==> src/rtl/fft_stream_pkg.sv <==
// Shared defaults and sample types for the FFT streaming shell.
// Latency: n/a (types and constants only).
// Backpressure: n/a.
package fft_stream_pkg;

    localparam int DEF_DATA_WIDTH   = 16;
    localparam int DEF_OUTPUT_WIDTH = 16;
    localparam int DEF_FRAME_LEN    = 256;

    // Sample index width for the default frame length.
    localparam int IDX_W = $clog2(DEF_FRAME_LEN);

    typedef struct packed {
        logic signed [DEF_DATA_WIDTH-1:0] re;
        logic signed [DEF_DATA_WIDTH-1:0] im;
    } cplx_in_t;

    typedef struct packed {
        logic signed [DEF_OUTPUT_WIDTH-1:0] re;
        logic signed [DEF_OUTPUT_WIDTH-1:0] im;
    } cplx_out_t;

endpackage

==> src/rtl/fft_stream_framer_fifo.sv <==
// Generic count-based ready/valid FIFO (also used as a 2-entry skid buffer).
// Latency: 1 cycle push-to-out_valid, no fall-through; out_data is 0 while empty.
// Backpressure: in_ready = (count < DEPTH) from the count register; a pop frees a slot next cycle.
// Ports: clk, rst_n; in_valid/in_ready/in_data (write side); out_valid/out_ready/out_data (read side).
module stream_fifo #(
    parameter int WIDTH = 32,
    parameter int DEPTH = 2
) (
    input  logic             clk,
    input  logic             rst_n,
    input  logic             in_valid,
    output logic             in_ready,
    input  logic [WIDTH-1:0] in_data,
    output logic             out_valid,
    input  logic             out_ready,
    output logic [WIDTH-1:0] out_data
);

    localparam int PTR_W = (DEPTH > 1) ? $clog2(DEPTH) : 1;
    localparam int CNT_W = $clog2(DEPTH) + 1;
    localparam logic [CNT_W-1:0] DEPTH_C = CNT_W'(DEPTH);

    logic [WIDTH-1:0] mem [DEPTH];
    logic [PTR_W-1:0] wr_ptr;
    logic [PTR_W-1:0] rd_ptr;
    logic [CNT_W-1:0] count;
    logic             push;
    logic             pop;

    assign in_ready  = (count < DEPTH_C);
    assign out_valid = (count != '0);
    assign push      = in_valid && in_ready;
    assign pop       = out_valid && out_ready;

    // Gate the read port so nothing stale leaks out while empty (e.g. after a reset).
    assign out_data  = out_valid ? mem[rd_ptr] : '0;

    always_ff @(posedge clk or negedge rst_n) begin
        if (!rst_n) begin
            wr_ptr <= '0;
            rd_ptr <= '0;
            count  <= '0;
        end else begin
            // DEPTH is a power of two, so the pointers wrap on their own.
            if (push) wr_ptr <= wr_ptr + 1'b1;
            if (pop)  rd_ptr <= rd_ptr + 1'b1;
            case ({push, pop})
                2'b10:   count <= count + 1'b1;
                2'b01:   count <= count - 1'b1;
                default: count <= count;
            endcase
        end
    end

    // Storage needs no reset: it is only visible through out_data, which is gated by count.
    always_ff @(posedge clk) begin
        if (push) mem[wr_ptr] <= in_data;
    end

endmodule

==> src/rtl/fft_stream_framer.sv <==
// Frame-aware shell between host ready/valid streams and the FFT core handshakes.
// Latency: 1 cycle host->core (skid), 1 cycle core->m_axis (FIFO); no fall-through.
// Backpressure: s_axis_ready = skid not full; core_out_ready = output FIFO not full.
// Ports: s_axis_* host input stream; core_in_* to core; core_out_* from core; m_axis_* output
//        stream with regenerated last; clear_err, sticky err_* flags, in/out frame counters.
module fft_stream_framer
    import fft_stream_pkg::*;
#(
    parameter int DATA_WIDTH     = DEF_DATA_WIDTH,
    parameter int OUTPUT_WIDTH   = DEF_OUTPUT_WIDTH,
    parameter int FRAME_LEN      = DEF_FRAME_LEN,
    parameter int OUT_FIFO_DEPTH = 16,
    parameter int CNT_WIDTH      = 16
) (
    input  logic                      clk,
    input  logic                      rst_n,
    input  logic                      s_axis_valid,
    output logic                      s_axis_ready,
    input  logic [2*DATA_WIDTH-1:0]   s_axis_data,
    input  logic                      s_axis_last,
    output logic                      core_in_valid,
    input  logic                      core_in_ready,
    output logic [2*DATA_WIDTH-1:0]   core_in_data,
    input  logic                      core_out_valid,
    output logic                      core_out_ready,
    input  logic [2*OUTPUT_WIDTH-1:0] core_out_data,
    output logic                      m_axis_valid,
    input  logic                      m_axis_ready,
    output logic [2*OUTPUT_WIDTH-1:0] m_axis_data,
    output logic                      m_axis_last,
    input  logic                      clear_err,
    output logic                      err_early_last,
    output logic                      err_missing_last,
    output logic [CNT_WIDTH-1:0]      in_frame_cnt,
    output logic [CNT_WIDTH-1:0]      out_frame_cnt
);

    localparam int IDX_BITS = $clog2(FRAME_LEN);
    localparam logic [IDX_BITS-1:0] LAST_IDX = IDX_BITS'(FRAME_LEN - 1);

    // ---------------- input side ----------------
    stream_fifo #(
        .WIDTH (2*DATA_WIDTH),
        .DEPTH (2)
    ) u_skid (
        .clk       (clk),
        .rst_n     (rst_n),
        .in_valid  (s_axis_valid),
        .in_ready  (s_axis_ready),
        .in_data   (s_axis_data),
        .out_valid (core_in_valid),
        .out_ready (core_in_ready),
        .out_data  (core_in_data)
    );

    logic [IDX_BITS-1:0] in_idx;
    logic                host_accept;
    logic                at_last_in;
    logic                early_evt;
    logic                missing_evt;

    assign host_accept = s_axis_valid && s_axis_ready;
    assign at_last_in  = (in_idx == LAST_IDX);
    assign early_evt   = host_accept && s_axis_last && !at_last_in;
    assign missing_evt = host_accept && !s_axis_last && at_last_in;

    always_ff @(posedge clk or negedge rst_n) begin
        if (!rst_n) begin
            in_idx           <= '0;
            in_frame_cnt     <= '0;
            err_early_last   <= 1'b0;
            err_missing_last <= 1'b0;
        end else begin
            if (host_accept) begin
                // Any last marker resynchronises the index, even an early one.
                if (s_axis_last || at_last_in) in_idx <= '0;
                else                           in_idx <= in_idx + 1'b1;
                // A full frame's worth of samples counts as a frame, marker or not.
                if (at_last_in) in_frame_cnt <= in_frame_cnt + 1'b1;
            end
            // A new error event in the same cycle as clear_err keeps the flag set.
            err_early_last   <= early_evt   | (err_early_last   & ~clear_err);
            err_missing_last <= missing_evt | (err_missing_last & ~clear_err);
        end
    end

    // ---------------- output side ----------------
    stream_fifo #(
        .WIDTH (2*OUTPUT_WIDTH),
        .DEPTH (OUT_FIFO_DEPTH)
    ) u_out_fifo (
        .clk       (clk),
        .rst_n     (rst_n),
        .in_valid  (core_out_valid),
        .in_ready  (core_out_ready),
        .in_data   (core_out_data),
        .out_valid (m_axis_valid),
        .out_ready (m_axis_ready),
        .out_data  (m_axis_data)
    );

    logic [IDX_BITS-1:0] out_idx;
    logic                out_pop;

    assign out_pop     = m_axis_valid && m_axis_ready;
    assign m_axis_last = (out_idx == LAST_IDX) && m_axis_valid;

    always_ff @(posedge clk or negedge rst_n) begin
        if (!rst_n) begin
            out_idx       <= '0;
            out_frame_cnt <= '0;
        end else if (out_pop) begin
            if (m_axis_last) begin
                out_idx       <= '0;
                out_frame_cnt <= out_frame_cnt + 1'b1;
            end else begin
                out_idx <= out_idx + 1'b1;
            end
        end
    end

endmodule

==> config.mk <==
export PLATFORM = sky130hd
export DESIGN_NAME = fft_stream_framer
export DESIGN_NICKNAME = d
export VERILOG_FILES = /design/src/rtl/fft_stream_pkg.sv /design/src/rtl/fft_stream_framer_fifo.sv /design/src/rtl/fft_stream_framer.sv
export SDC_FILE = /design/constraint.sdc
export NUM_CORES = 1
export LEC_CHECK = 0
export ABC_AREA = 1
export BUFFER_PORTS_ARGS = -buffer_cell sky130_fd_sc_hd__buf_4
export CELL_PAD_IN_SITES_DETAIL_PLACEMENT = 0
export CELL_PAD_IN_SITES_GLOBAL_PLACEMENT = 1
export CORE_MARGIN = 5
export CORE_UTILIZATION = 49
export CTS_CLUSTER_DIAMETER = 30
export CTS_CLUSTER_SIZE = 30
export DETAILED_ROUTE_END_ITERATION = 16
export PLACE_DENSITY = 0.88
export RECOVER_POWER = 50
export SLEW_MARGIN = 20
export SYNTH_ARGS = -nofsm -noshare
export SYNTH_HDL_FRONTEND = slang
export SYNTH_HIERARCHICAL = 1
export SYNTH_SLANG_ARGS = --single-unit
==> constraint.sdc <==
create_clock -name clk -period 3.7 [get_ports clk]
set_clock_uncertainty 0.15 [all_clocks]
set_input_delay 0.555 -clock clk [delete_from_list [all_inputs] [get_ports clk]]
set_output_delay 0.555 -clock clk [all_outputs]
set_load 0.1 [all_outputs]
==> results_dict.tcl <==
set metrics [dict create \
    nNetsFinal 2709 \
    synth_cells 2365 \
    syn_to_final_growth_pct 23.8 \
    rsz0062_at_grt "false" \
    gp_congestion 0.808 \
    hp-class "primary input to flop" \
    num_io_pins 175 \
    grt_use_total 0.216 \
    min_period_ns 3.55 \
    tightest_slew_ns 1.77 \
    cp_slowest_stage_delay_ns 0.59 \
    seq_area_um2 19000 \
    synth_nets 2451 \
    violations "capacitance limit, slew limit" \
    postRouteAntennaNets 0 \
    path_buf_inv 3 \
    power.total_w 0.0327 \
    pre_cts_slack_ns 0.732 \
    max-vdd-ir-drop_v 0.000840 \
    final-setup-viol-count 0 \
    grt_pass1_wl_um 102000 \
    p_leak_nw 13.0 \
    multi_input_area_um2 6940 \
    reg2reg_slack_ns 0.96 \
    clockRootBuffer "clkbuf_16" \
    fin_crit_sh 0.960 \
    path_clk_slew_ns 0.05 \
    fillers 4155 \
    clock_path_buffers 3 \
    cpLargestDelayFamily "buffers and inverters" \
    dieArea_um2 60000 \
    start_util 0.493 \
    yosys_warnings 6 \
    critPathCaptureType "primary output" \
    cp_common_cell "nand2_1" \
    critPathRequiredTime_ns 2.99 \
    cts_tree "yes" \
    rows 86 \
    hold_viol_final 0 \
    start_kind "flop" \
    power_density_nw_per_um2 976 \
    antenna_found_initial 5 \
    die_h_um 245 \
    cts_setup_buffers 0 \
    worst_skew_pair.late_latency_ns 0.67 \
    crit_type "flop to primary output" \
    crit_path_max_fanout 53 \
    critPathSlowestCell "dfrtp_4" \
    hpwl_um 34400 \
    remaining_drc_errors 0 \
    slew_violations 68 \
    synth.avg_cell_area_um2 11.4 \
    wl_per_cell_um 19.2 \
    fmax_mhz 282 \
    finalWirelength_um 66000 \
    grt_overflow_total 0 \
    critPathArrivalTime_ns 2.85 \
    status "finished with violations" \
    seq_area_frac_synth 0.702 \
    drive_gt1_frac 0.158 \
    grt_max_degree 138 \
    port_buffers 174 \
    initialDrtViolationCount 1273 \
    crit_chain "inv_8, buf_12, nand2_1, nand3_1, nand3_1, nand2_1, nand2_1, a21oi_1, buf_4" \
    synth_cell_types 39 \
    synth-seq-cells 643 \
    first_pass_iters 7 \
    fin_ws_ns 0.150 \
    viasPerCell 5.41 \
    finalSetupTns_ns 0 \
    num_vias 18583 \
    cts_buffers 119 \
    grt_pass1_vias 18831 \
    htree_levels 3 \
    netlist_area_um2 27000 \
    timing.slew.headroom -0.182 \
    core_area_um2 54900 \
    maxCapViolCount 1 \
    clkSinkCount 643 \
    die_x_um 245 \
]
[flip-flops by register name, indices dropped and copies added (netlist names)]
| signal | flops |
|---|---|
| out_frame_cnt | 16 |
| u_out_fifo/mem | 512 |
| u_skid/mem | 64 |
| u_skid/count | 2 |
| in_frame_cnt | 16 |
| u_out_fifo/wr_ptr | 4 |
| out_idx | 8 |
| u_skid/wr_ptr | 1 |
| in_idx | 8 |
| u_skid/rd_ptr | 1 |
| u_out_fifo/count | 5 |
| u_out_fifo/rd_ptr | 4 |
| err_missing_last | 1 |
| err_early_last | 1 |
[tightest hold or removal path: cells and delay by family]
family	cells	cell delay (ns)
compound gates	1	0.08
buf+inv	2	0.16
simple gates	1	0.06
[repair_timing]
item	CTS	global route
hold endpoints to repair	169	0
endpoints found under the setup margin	0	6
hold buffers	41	0
gates resized for setup	0	5
[stage by stage]
step / std cells / util / hold WS (ns) / cell area (µm²)
after floorplan: 2365 / - / 0.109 / 27000
after global placement: 3164 / 0.529 / 0.315 / 29000
after detailed placement: 3164 / 0.529 / 0.316 / 29000
after CTS: 3431 / 0.613 / 0.00565 / 33700
after global routing: 3432 / 0.610 / 0.104 / 33500
final: 3433 / 0.610 / 0.0805 / 33500
[report_power, final]
| group | switching [W] | leakage (nW) | total, W | internal, W |
|---|---|---|---|---|
| logic | 0.00980 | 4.92 | 0.0127 | 0.00285 |
| clock network | 0.00380 | 2.01 | 0.0111 | 0.00726 |
| registers | 0.000282 | 6.07 | 0.00894 | 0.00866 |
| total | 0.0139 | 13.0 | 0.0327 | 0.0188 |
[layer usage]
layer / track usage / routed length, µm
met5: 0 / 55
met4: 0.0774 / 1750
met3: 0.0464 / 5130
met2: 0.367 / 32800
met1: 0.277 / 26300
[synth_stat cells (all sizes together)]
cell type	number	area [µm²]
a21oi	67	339
xnor2	8	70.1
nor3	4	25.0
xor2	20	205
nand3b	6	45.0
and2	1	6.26
edfxtp	576	17300
o21ai	16	80.1
nand3	425	2140
o21bai	3	22.5
dfrtp	67	1680
inv	70	268
buf	109	832
nor2	83	417
a21o	1	7.51
clkinv	2	12.5
ha	14	175
nand4	8	50.1
clkbuf	14	52.6
o22ai	1	6.26
nand2	870	3300
[layout by cell type (no fill, tap or decap), drive strengths merged]
cell type,count
nand3b,6
a21oi,67
clkinvlp,18
o22ai,1
dfrtp,67
nand3,425
edfxtp,576
clkbuf,191
diode,1
o21ai,16
xnor2,8
buf,153
dlygate4sd3,41
xor2,20
nor3,4
ha,14
o21bai,3
nor2,83
bufinv,18
a21o,1
nand4,8
nand2,870
inv,90
clkinv,47
and2,1
[path summary, 6_finish.rpt]
| check | startpoint | to | cells after the start |
|---|---|---|---|
| min | core_in_ready | u_skid/rd_ptr | 4 |
| max in group asynchronous | rst_n | u_out_fifo/rd_ptr[0] | 2 |
| min in group asynchronous | rst_n | out_frame_cnt[3] | 2 |
| max | u_out_fifo/rd_ptr[0] | m_axis_data[14] | 9 |
| max reg2reg | u_out_fifo/count[4] | u_out_fifo/count[4] | 12 |
| min reg2reg | out_idx[4] | out_idx[4] | 1 |
[logic make-up after synthesis]
family,synth area share
buffers and inverters,0.0431
flip-flops,0.702
AO/OA/AOI/OAI,0.0168
adder cells (fa/ha/maj),0.00648
XOR/XNOR,0.0102
AND/OR/NAND/NOR,0.222
[layout make-up]
class                      count  area share
sequential                   643       0.567
multi-input combinational   1527       0.207
clock buffer                 125      0.0903
timing repair buffer         260      0.0645
clock inverter               101      0.0356
tap                          704      0.0263
inverter                      72     0.00852
antenna                        1   0.0000748
Power figures use the tool's default switching activity.
